**src/rtl/ex_pkg.sv**
```systemverilog
// Shared execute-stage definitions.
//   ex_payload_t : one EX->MEM beat (result, destination, writeback/store control)
//   skid_state_t : occupancy of a 2-entry skid buffer
//   alu_op_t     : ALU opcode encodings used by the execute stage
package ex_pkg;

  localparam int EX_WIDTH      = 32;
  localparam int EX_REG_ADDR_W = 4;

  typedef struct packed {
    logic [EX_WIDTH-1:0]      alu_out;
    logic [EX_REG_ADDR_W-1:0] rd;
    logic                     we;
    logic                     mem_write;
    logic [EX_WIDTH-1:0]      store_data;
  } ex_payload_t;

  typedef enum logic [1:0] {
    EMPTY = 2'd0,
    ONE   = 2'd1,
    TWO   = 2'd2
  } skid_state_t;

  typedef enum logic [3:0] {
    ALU_ADD  = 4'd0,
    ALU_SUB  = 4'd1,
    ALU_AND  = 4'd2,
    ALU_OR   = 4'd3,
    ALU_XOR  = 4'd4,
    ALU_SLL  = 4'd5,
    ALU_SRL  = 4'd6,
    ALU_SRA  = 4'd7,
    ALU_SLT  = 4'd8,
    ALU_SLTU = 4'd9
  } alu_op_t;

endpackage

```
**src/rtl/pipe_skid_buffer.sv**
```systemverilog
// Generic 2-entry valid/ready skid buffer with flush.
//   clk, rst_n            : clock, async active-low reset
//   flush                 : empty the buffer, drop the current input beat
//   in_valid/in_ready     : upstream handshake, in_data payload
//   out_valid/out_ready   : downstream handshake, out_data = oldest entry
//   young_valid/young_data: youngest valid entry (skid when full, else main)
// in_ready is a pure decode of the state register, so no combinational
// path runs from out_ready back to in_ready.
module pipe_skid_buffer
  import ex_pkg::*;
#(
  parameter type T = ex_payload_t
) (
  input  logic clk,
  input  logic rst_n,
  input  logic flush,
  input  logic in_valid,
  output logic in_ready,
  input  T     in_data,
  output logic out_valid,
  input  logic out_ready,
  output T     out_data,
  output logic young_valid,
  output T     young_data
);

  skid_state_t state, state_nxt;
  T            main_q, skid_q;
  logic        in_fire, out_fire;
  logic        load_main, load_skid, main_from_skid;

  assign in_ready  = (state != TWO);
  assign out_valid = (state != EMPTY);
  assign in_fire   = in_valid & in_ready;
  assign out_fire  = out_valid & out_ready;

  always_comb begin
    state_nxt      = state;
    load_main      = 1'b0;
    load_skid      = 1'b0;
    main_from_skid = 1'b0;
    case (state)
      EMPTY: if (in_fire) begin
        state_nxt = ONE;
        load_main = 1'b1;
      end
      ONE: begin
        if (in_fire && out_fire) begin
          load_main = 1'b1;
        end else if (in_fire) begin
          state_nxt = TWO;
          load_skid = 1'b1;
        end else if (out_fire) begin
          state_nxt = EMPTY;
        end
      end
      TWO: if (out_fire) begin
        state_nxt      = ONE;
        main_from_skid = 1'b1;
      end
      default: state_nxt = EMPTY;
    endcase
    // Flush wins over everything; any out_fire this cycle has already been
    // seen by the consumer, the input beat is simply never stored.
    if (flush) begin
      state_nxt      = EMPTY;
      load_main      = 1'b0;
      load_skid      = 1'b0;
      main_from_skid = 1'b0;
    end
  end

  always_ff @(posedge clk or negedge rst_n) begin
    if (!rst_n) begin
      state  <= EMPTY;
      main_q <= '0;
      skid_q <= '0;
    end else begin
      state <= state_nxt;
      if (load_main)           main_q <= in_data;
      else if (main_from_skid) main_q <= skid_q;
      if (load_skid)           skid_q <= in_data;
    end
  end

  assign out_data    = main_q;
  assign young_valid = (state != EMPTY);
  assign young_data  = (state == TWO) ? skid_q : main_q;

endmodule

```
**src/rtl/ex_mem_pipe_reg.sv**
```systemverilog
// EX->MEM pipeline register built on a 2-entry skid buffer.
//   clk, rst_n      : clock, async active-low reset
//   flush           : kill held entries and the current input beat
//   in_*            : execute-stage beat and handshake
//   out_*           : memory-stage beat (oldest entry) and handshake
//   fwd_*           : youngest writeback result for the ALU operand muxes
module ex_mem_pipe_reg
  import ex_pkg::*;
#(
  parameter int WIDTH      = EX_WIDTH,
  parameter int REG_ADDR_W = EX_REG_ADDR_W
) (
  input  logic                  clk,
  input  logic                  rst_n,
  input  logic                  flush,
  input  logic                  in_valid,
  output logic                  in_ready,
  input  logic [WIDTH-1:0]      in_alu_out,
  input  logic [REG_ADDR_W-1:0] in_rd,
  input  logic                  in_we,
  input  logic                  in_mem_write,
  input  logic [WIDTH-1:0]      in_store_data,
  output logic                  out_valid,
  input  logic                  out_ready,
  output logic [WIDTH-1:0]      out_alu_out,
  output logic [REG_ADDR_W-1:0] out_rd,
  output logic                  out_we,
  output logic                  out_mem_write,
  output logic [WIDTH-1:0]      out_store_data,
  output logic                  fwd_valid,
  output logic [REG_ADDR_W-1:0] fwd_rd,
  output logic [WIDTH-1:0]      fwd_data
);

  typedef struct packed {
    logic [WIDTH-1:0]      alu_out;
    logic [REG_ADDR_W-1:0] rd;
    logic                  we;
    logic                  mem_write;
    logic [WIDTH-1:0]      store_data;
  } payload_t;

  payload_t in_pl, out_pl, young_pl;
  logic     young_valid;

  // x0 is hardwired zero, so its writeback enable is dropped at capture.
  always_comb begin
    in_pl            = '0;
    in_pl.alu_out    = in_alu_out;
    in_pl.rd         = in_rd;
    in_pl.we         = in_we & (in_rd != '0);
    in_pl.mem_write  = in_mem_write;
    in_pl.store_data = in_store_data;
  end

  pipe_skid_buffer #(.T(payload_t)) u_skid (
    .clk         (clk),
    .rst_n       (rst_n),
    .flush       (flush),
    .in_valid    (in_valid),
    .in_ready    (in_ready),
    .in_data     (in_pl),
    .out_valid   (out_valid),
    .out_ready   (out_ready),
    .out_data    (out_pl),
    .young_valid (young_valid),
    .young_data  (young_pl)
  );

  assign out_alu_out    = out_pl.alu_out;
  assign out_rd         = out_pl.rd;
  assign out_we         = out_pl.we;
  assign out_mem_write  = out_pl.mem_write;
  assign out_store_data = out_pl.store_data;

  // Stores carry an address in alu_out, never a register result.
  assign fwd_valid = young_valid & young_pl.we & ~young_pl.mem_write;
  assign fwd_rd    = young_pl.rd;
  assign fwd_data  = young_pl.alu_out;

endmodule
```
**config.mk**
```make
export PLATFORM = sky130hd
export DESIGN_NAME = ex_mem_pipe_reg
export DESIGN_NICKNAME = d
export VERILOG_FILES = /design/src/rtl/ex_pkg.sv /design/src/rtl/pipe_skid_buffer.sv /design/src/rtl/ex_mem_pipe_reg.sv
export SDC_FILE = /design/constraint.sdc
export NUM_CORES = 1
export LEC_CHECK = 0
export ABC_AREA = 1
export ABC_CLOCK_PERIOD_IN_PS = 1400
export CORE_AREA = 2 2 172 107
export DETAILED_ROUTE_END_ITERATION = 8
export DIE_AREA = 0 0 174 109
export PLACE_DENSITY = 0.7
export SYNTH_ARGS = -nofsm -noshare
export SYNTH_HDL_FRONTEND = slang
export SYNTH_SLANG_ARGS = --single-unit
export TNS_END_PERCENT = 20
```
**constraint.sdc**
```tcl
create_clock -name clk -period 1.4 [get_ports clk]
set_input_delay 0.35 -clock clk [delete_from_list [all_inputs] [get_ports clk]]
set_output_delay 0.35 -clock clk [all_outputs]
set_load 0.05 [all_outputs]
```
==> run summary, run 1 <==
PD cells -> 1800 mW/mm^2
Reg2reg start -> u_skid.state[1]
Fmax -> 511 MHz
Die area -> 0.0190 mm^2
# port buffers -> 183
Crit Path Category -> flip-flop to output port
Die H -> 109 um
Sink Count -> 142
Layout area overhead -> 70.1%
H-tree depth -> 4
Die X -> 174 um
Crit path time final -> 1.96 ns
Vias -> 6545
Post-route clock skew -> 0.00978 ns
Final count of hold timing violations -> 0
Synthesis Warnings -> 0
Global-route wire length before repair -> 33800 um
Slowest CP cell -> dfrtp_2
Crit path launch type -> flip-flop
R2r setup slk -> -0.18 ns
ANT nets after route -> 0
Number of diodes -> 0
Ratio of cells with drive above 1 in the final layout -> 24.2%
DR WL/cell -> 14.9 um
Cell variety after synth -> 16
IO Count -> 184
Avg Synthesized Cell Area -> 7.32 um^2
Total wire length -> 20600 um
Outcome -> complete, but fails checks
Fin worst setup slack -> -0.558 ns
Clk buf depth -> 2
Yosys reg bits -> 142
Worst Path Buf+Inv -> 2
CP Cell Sequence -> nand2_8, buf_12, nand2_1, o21ai_4, buf_12
Syn Std Cell Area -> 0.00681 mm^2
Site Rows -> 38
Slew HR -> 79.4%
Fin crit share -> 140%
Final setup viols -> 178
Pleak -> 5.71 nW
Total CTS buffers -> 17
DRT iter0 DRCs -> 571
Reg2reg end -> u_skid.out_data[42]
Peak VDD IR -> 0.000941 V
Initial antenna violation count -> 0
Cell seen most often among critical-path stages -> buf_12
Hpwl dp -> 14000 um
Core footprint -> 0.0175 mm^2
Vias in the first global route -> 6539
Crit path max-delay family -> flip-flops
Worst-Margin Slew -> 0.307 ns
CP endpoint kind -> output port
DR pass1 iterations -> 5
Failing checks -> setup timing
Grt ovf -> 0
Post-CTS setup buffer count -> 0
Pins over their slew limit -> 0
Gpl congestion -> 0.800
Final #Nets -> 1204
Clk_lat worst skew -> 0.41 ns
WP data arrival -> 1.61 ns
Critical Path RT -> 1.05 ns
Worst Path Max Fanout -> 13
MaxCap Viol Count -> 0
Sequential fraction of the synthesis area -> 52.2%
Largest stage delay, worst path -> 0.48 ns
Number of remaining DRC errors -> 0
Syn nets -> 1006
CTS tree -> done
Final core utilization -> 66.2%
Largest net degree at the start of global routing -> 41
Total GRT Usage -> 22.6%
Power after layout -> 20.9 mW
Synthesized instance count -> 931
Root buf cell -> clkbuf_16
RSZ-0062 raised after global routing -> true
Reg2reg path depth -> 8
Initial Utilization -> 38.9%
Clk slew on worst S/H paths -> 0.07 ns
Vias per inst -> 4.74
Worst Hold Class -> input pin to asynchronous set/reset pin
## final cells by class
class                   instances  area [um^2]
clock buffers                  17          425
clock inverters                15          163
fillers                      1383         5910
inverters                     144          546
multi-input cells             595         3020
flip-flops and latches        142         3580
well taps                     240          300
repair buffers                229         3560
## flip-flops by register name, summed over array words and instances (netlist names)
signal and flops:
u_skid.state 2, u_skid.out_data 70, u_skid.skid_q 70
## routing by layer
layer  up-vias  routed length, um  global-route usage [%]  share of wire, %
li1       3229                  -                       -                 -
met1      3069               9920                    32.3                48
met2       239               9020                    34.3                44
met3         8               1560                    6.45               7.6
met4         0                 85                    4.98              0.41
met5         -                  0                       0                 0
## cells in the final DEF, fill, tap and decap left out
| master | synthesis | routed |
|---|---|---|
| nand3_4 | 0 | 2 |
| inv_6 | 0 | 6 |
| nand2_8 | 0 | 1 |
| clkinvlp_4 | 0 | 2 |
| clkinv_4 | 0 | 1 |
| nand3_1 | 11 | 10 |
| a21oi_2 | 0 | 1 |
| inv_4 | 0 | 2 |
| buf_16 | 0 | 2 |
| o21ai_1 | 0 | 10 |
| inv_2 | 3 | 2 |
| o21ai_0 | 176 | 131 |
| buf_4 | 1 | 16 |
| a21oi_4 | 0 | 1 |
| nor2_2 | 1 | 1 |
| dfrtp_1 | 142 | 123 |
| bufinv_16 | 0 | 1 |
| nor2_4 | 1 | 2 |
| dfrtp_2 | 0 | 19 |
| buf_6 | 2 | 12 |
| nand2_1 | 395 | 372 |
| nand2_4 | 0 | 4 |
| clkdlybuf4s50_1 | 0 | 73 |
| clkbuf_16 | 0 | 18 |
| nand2_2 | 0 | 19 |
| dlygate4sd3_1 | 0 | 1 |
| buf_12 | 0 | 124 |
| o21ai_4 | 0 | 35 |
| inv_8 | 0 | 5 |
| nor2_1 | 7 | 6 |
| inv_1 | 141 | 140 |
## kinds of logic (layout without fill, tap and decap cells)
logic type	count (synthesis)	after routing	share of synthesized area (%)
buffers and inverters	195	405	11.4
AND/OR/NAND/NOR	416	417	23.4
AO/OA/AOI/OAI	178	178	13.1
flip-flops	142	142	52.2
## Yosys cell counts
| master | n | share of area (%) |
|---|---|---|
| nor2_4 | 1 | 0.17 |
| inv_1 | 141 | 7.8 |
| clkbuf_1 | 24 | 1.3 |
| nand3_1 | 11 | 0.81 |
| inv_2 | 3 | 0.17 |
| buf_2 | 21 | 1.5 |
| nor2_2 | 1 | 0.092 |
| buf_1 | 3 | 0.17 |
| dfrtp_1 | 142 | 52 |
| o21ai_0 | 176 | 13 |
| a21oi_1 | 2 | 0.15 |
| nand3_2 | 1 | 0.15 |
| nand2_1 | 395 | 22 |
| nor2_1 | 7 | 0.39 |
| buf_6 | 2 | 0.33 |
| buf_4 | 1 | 0.11 |
## what timing repair did
action / in CTS / in global routing
pin swaps: 5 / 4
hold buffers: 1 / 0
gates cloned: 3 / 1
setup endpoints to repair: 141 / 198
endpoints found under the hold margin: 25 / 0
resized for setup: 40 / 32
## worst max path at each step
stage / startpoint / to / slack (ns) / cells past startpoint
finish: u_skid.state[1] / fwd_data[23] / -0.56 / 5
global placement: out_ready / u_skid.out_data[9] / -0.48 / 10
global route: u_skid.state[1] / fwd_data[17] / -0.62 / 5
detailed placement: out_ready / u_skid.out_data[68] / -0.52 / 10
CTS: u_skid.state[0] / fwd_data[0] / -0.60 / 5
floorplan: u_skid.state[0] / fwd_data[10] / -0.21 / 5
## metrics by stage
step           cell area, um^2  hold slack (ns)  worst slack (ns)  std cells  setup TNS, ns
3_3_place_gp             10700            0.252            -0.476       1345         -61.26
3_5_place_dp             10700            0.253            -0.517       1345         -65.54
2_1_floorplan             7290           0.0544            -0.207        931          -6.79
4_1_cts                  11500            0.392            -0.596       1381         -32.85
5_1_grt                  11600            0.407            -0.618       1382         -47.30
6_report                 11600            0.396            -0.558       1382         -32.94
## power breakdown
| part | switching, mW | total (mW) | leakage [nW] | internal [mW] |
|---|---|---|---|---|
| clock network | 2.04 | 4.59 | 0.285 | 2.55 |
| logic | 5.41 | 9.86 | 3.72 | 4.45 |
| registers | 1.10 | 6.44 | 1.70 | 5.33 |
| total | 8.56 | 20.9 | 5.71 | 12.3 |
No activity file was read; power rests on OpenSTA's default activity.
==> run 2, diff against run 1 <==
- CTS_BUF_LIST: unset -> sky130_fd_sc_hd__clkbuf_4 sky130_fd_sc_hd__clkbuf_8
- GPL_TIMING_DRIVEN: unset -> 0
==> run summary, run 2 (same netlist as run 1, synthesis figures left out) <==
Worst Hold Class -> input pin to asynchronous set/reset pin
Site Rows -> 38
Clk buf depth -> 2
CP endpoint kind -> output port
H-tree depth -> 4
# port buffers -> 183
Die area -> 0.0190 mm^2
Placed Instances -> 1355
Pins over their slew limit -> 0
Worst Path Max Fanout -> 6
Gr busiest metal -> met2
RSZ-0062 raised after global routing -> true
Most common cell after layout, fill and taps aside -> nand2_1
ANT nets after route -> 0
Number of diodes -> 0
Crit path time final -> 2.04 ns
Gpl congestion -> 0.805
Most frequent cells in the layout -> nand2_1, inv_1, dfrtp_1, o21ai_0, buf_6
Vias in the first global route -> 6314
Global-route wire length before repair -> 34000 um
Final #Nets -> 1229
Failing checks -> setup timing
Grt met3 use -> 6.35%
Total GRT Usage -> 23.3%
Initial Utilization -> 38.9%
DR WL/cell -> 15.5 um
Fillers -> 1587
Hpwl dp -> 14700 um
Number of remaining DRC errors -> 0
Post-route clock skew -> 0.0227 ns
Vias -> 6622
Ratio of cells with drive above 1 in the final layout -> 24.6%
Crit path launch type -> flip-flop
Worst-Margin Slew -> 0.519 ns
PD cells -> 1680 mW/mm^2
MaxCap Viol Count -> 0
Initial antenna violation count -> 0
Fin crit share -> 146%
Root buf cell -> clkbuf_8
DR pass1 iterations -> 6
Die X -> 174 um
Vias per inst -> 4.71
Power after layout -> 18.0 mW
Clk_lat worst skew -> 0.45 ns
WP data arrival -> 1.69 ns
Crit Path Category -> flip-flop to output port
Layout area overhead -> 56.7%
Pleak -> 5.39 nW
Largest net degree at the start of global routing -> 92
Final setup viols -> 192
Core footprint -> 0.0175 mm^2
Outcome -> complete, but fails checks
Die H -> 109 um
Fin worst setup slack -> -0.639 ns
GR Util met2 -> 34.9%
DRT iter0 DRCs -> 542
Total CTS buffers -> 17
CTS tree -> done
Final Non-Filler Cells -> 1407
Total wire length -> 21800 um
Fmax -> 490 MHz
Met1 Track Usage GR -> 34.0%
IO Count -> 184
Critical Path RT -> 1.05 ns
Clk slew on worst S/H paths -> 0.09 ns
Grt ovf -> 0
Slew HR -> 65.4%
Peak VDD IR -> 0.00121 V
Sink Count -> 142
Final count of hold timing violations -> 0
## run 2: cell types whose count changed in the layout (fill, tap and decap cells not counted), sizes merged
cell / previous run / this run
inv: 155 / 149
clkbuf: 18 / 47
buf: 154 / 150
nand2: 396 / 395
clkinv: 1 / 4
clkdlybuf4s15: 0 / 4
## run 2: layer usage
metal	routed length, um	up-vias
li1	-	3277
met1	10700	3119
met2	9420	217
met3	1570	9
met4	112	0
met5	0	-
## run 2: repair_timing
action,in CTS,in global routing
endpoints found under the hold margin,51,0
pin swaps,4,5
buffers inserted,4,9
resized for setup,742,190
hold buffers,1,0
cloned,3,4
setup endpoints to repair,250,261
## run 2: cell type report
type                    instances  area (um^2)  area share [%]
plain buffers                  50          459            4.30
clock buffers                  20          269            2.52
clock inverters                12          124            1.16
inverters                     144          541            5.06
multi-input cells             594         3060            28.7
flip-flops and latches        142         3560            33.3
well taps                     240          300            2.81
repair buffers                205         2370            22.2
## run 2: path summary, 6_finish.rpt
| path | from | end | slack [ns] | cells past startpoint |
|---|---|---|---|---|
| worst max-delay path | u_skid.state[0] | fwd_data[12] | -0.64 | 6 |
| worst min-delay path | rst_n | u_skid.out_data[29] | 0.41 | 2 |
| worst max register to register | u_skid.state[1] | u_skid.out_data[65] | -0.42 | 11 |
| worst min register to register | u_skid.out_data[26] | u_skid.out_data[26] | 0.48 | 2 |
| max in group asynchronous | rst_n | u_skid.out_data[65] | 0.12 | 3 |
| min in group clk | in_store_data[7] | u_skid.skid_q[7] | 0.47 | 3 |
## run 2: where the power goes
group	internal [mW]	switching, mW	leakage, nW
clock network	1.56	1.76	0.195
registers	5.30	0.900	1.72
logic	3.07	5.37	3.48
## run 2: metrics by stage
stage	worst slack [ns]	utilization [%]	hold slack, ns	instance area (um^2)	TNS, ns
5_1_grt	-0.728	61.0	0.425	10700	-76.16
6_report	-0.639	61.0	0.414	10700	-60.18
2_1_floorplan	-0.207	-	0.0544	7290	-6.79
4_1_cts	-0.651	58.7	0.409	10300	-60.23
3_3_place_gp	-5.84	53.8	0.465	9420	-972.63
3_5_place_dp	-1.15	54.0	0.334	9450	-147.97
## run 2: worst max-delay path: stages (launching register included)
cell and delay [ns]:
dfrtp_1 0.39, inv_2 0.09, nand2_4 0.10, buf_12 0.17, clkbuf_16 0.17, o21ai_4 0.16, buf_6 0.18
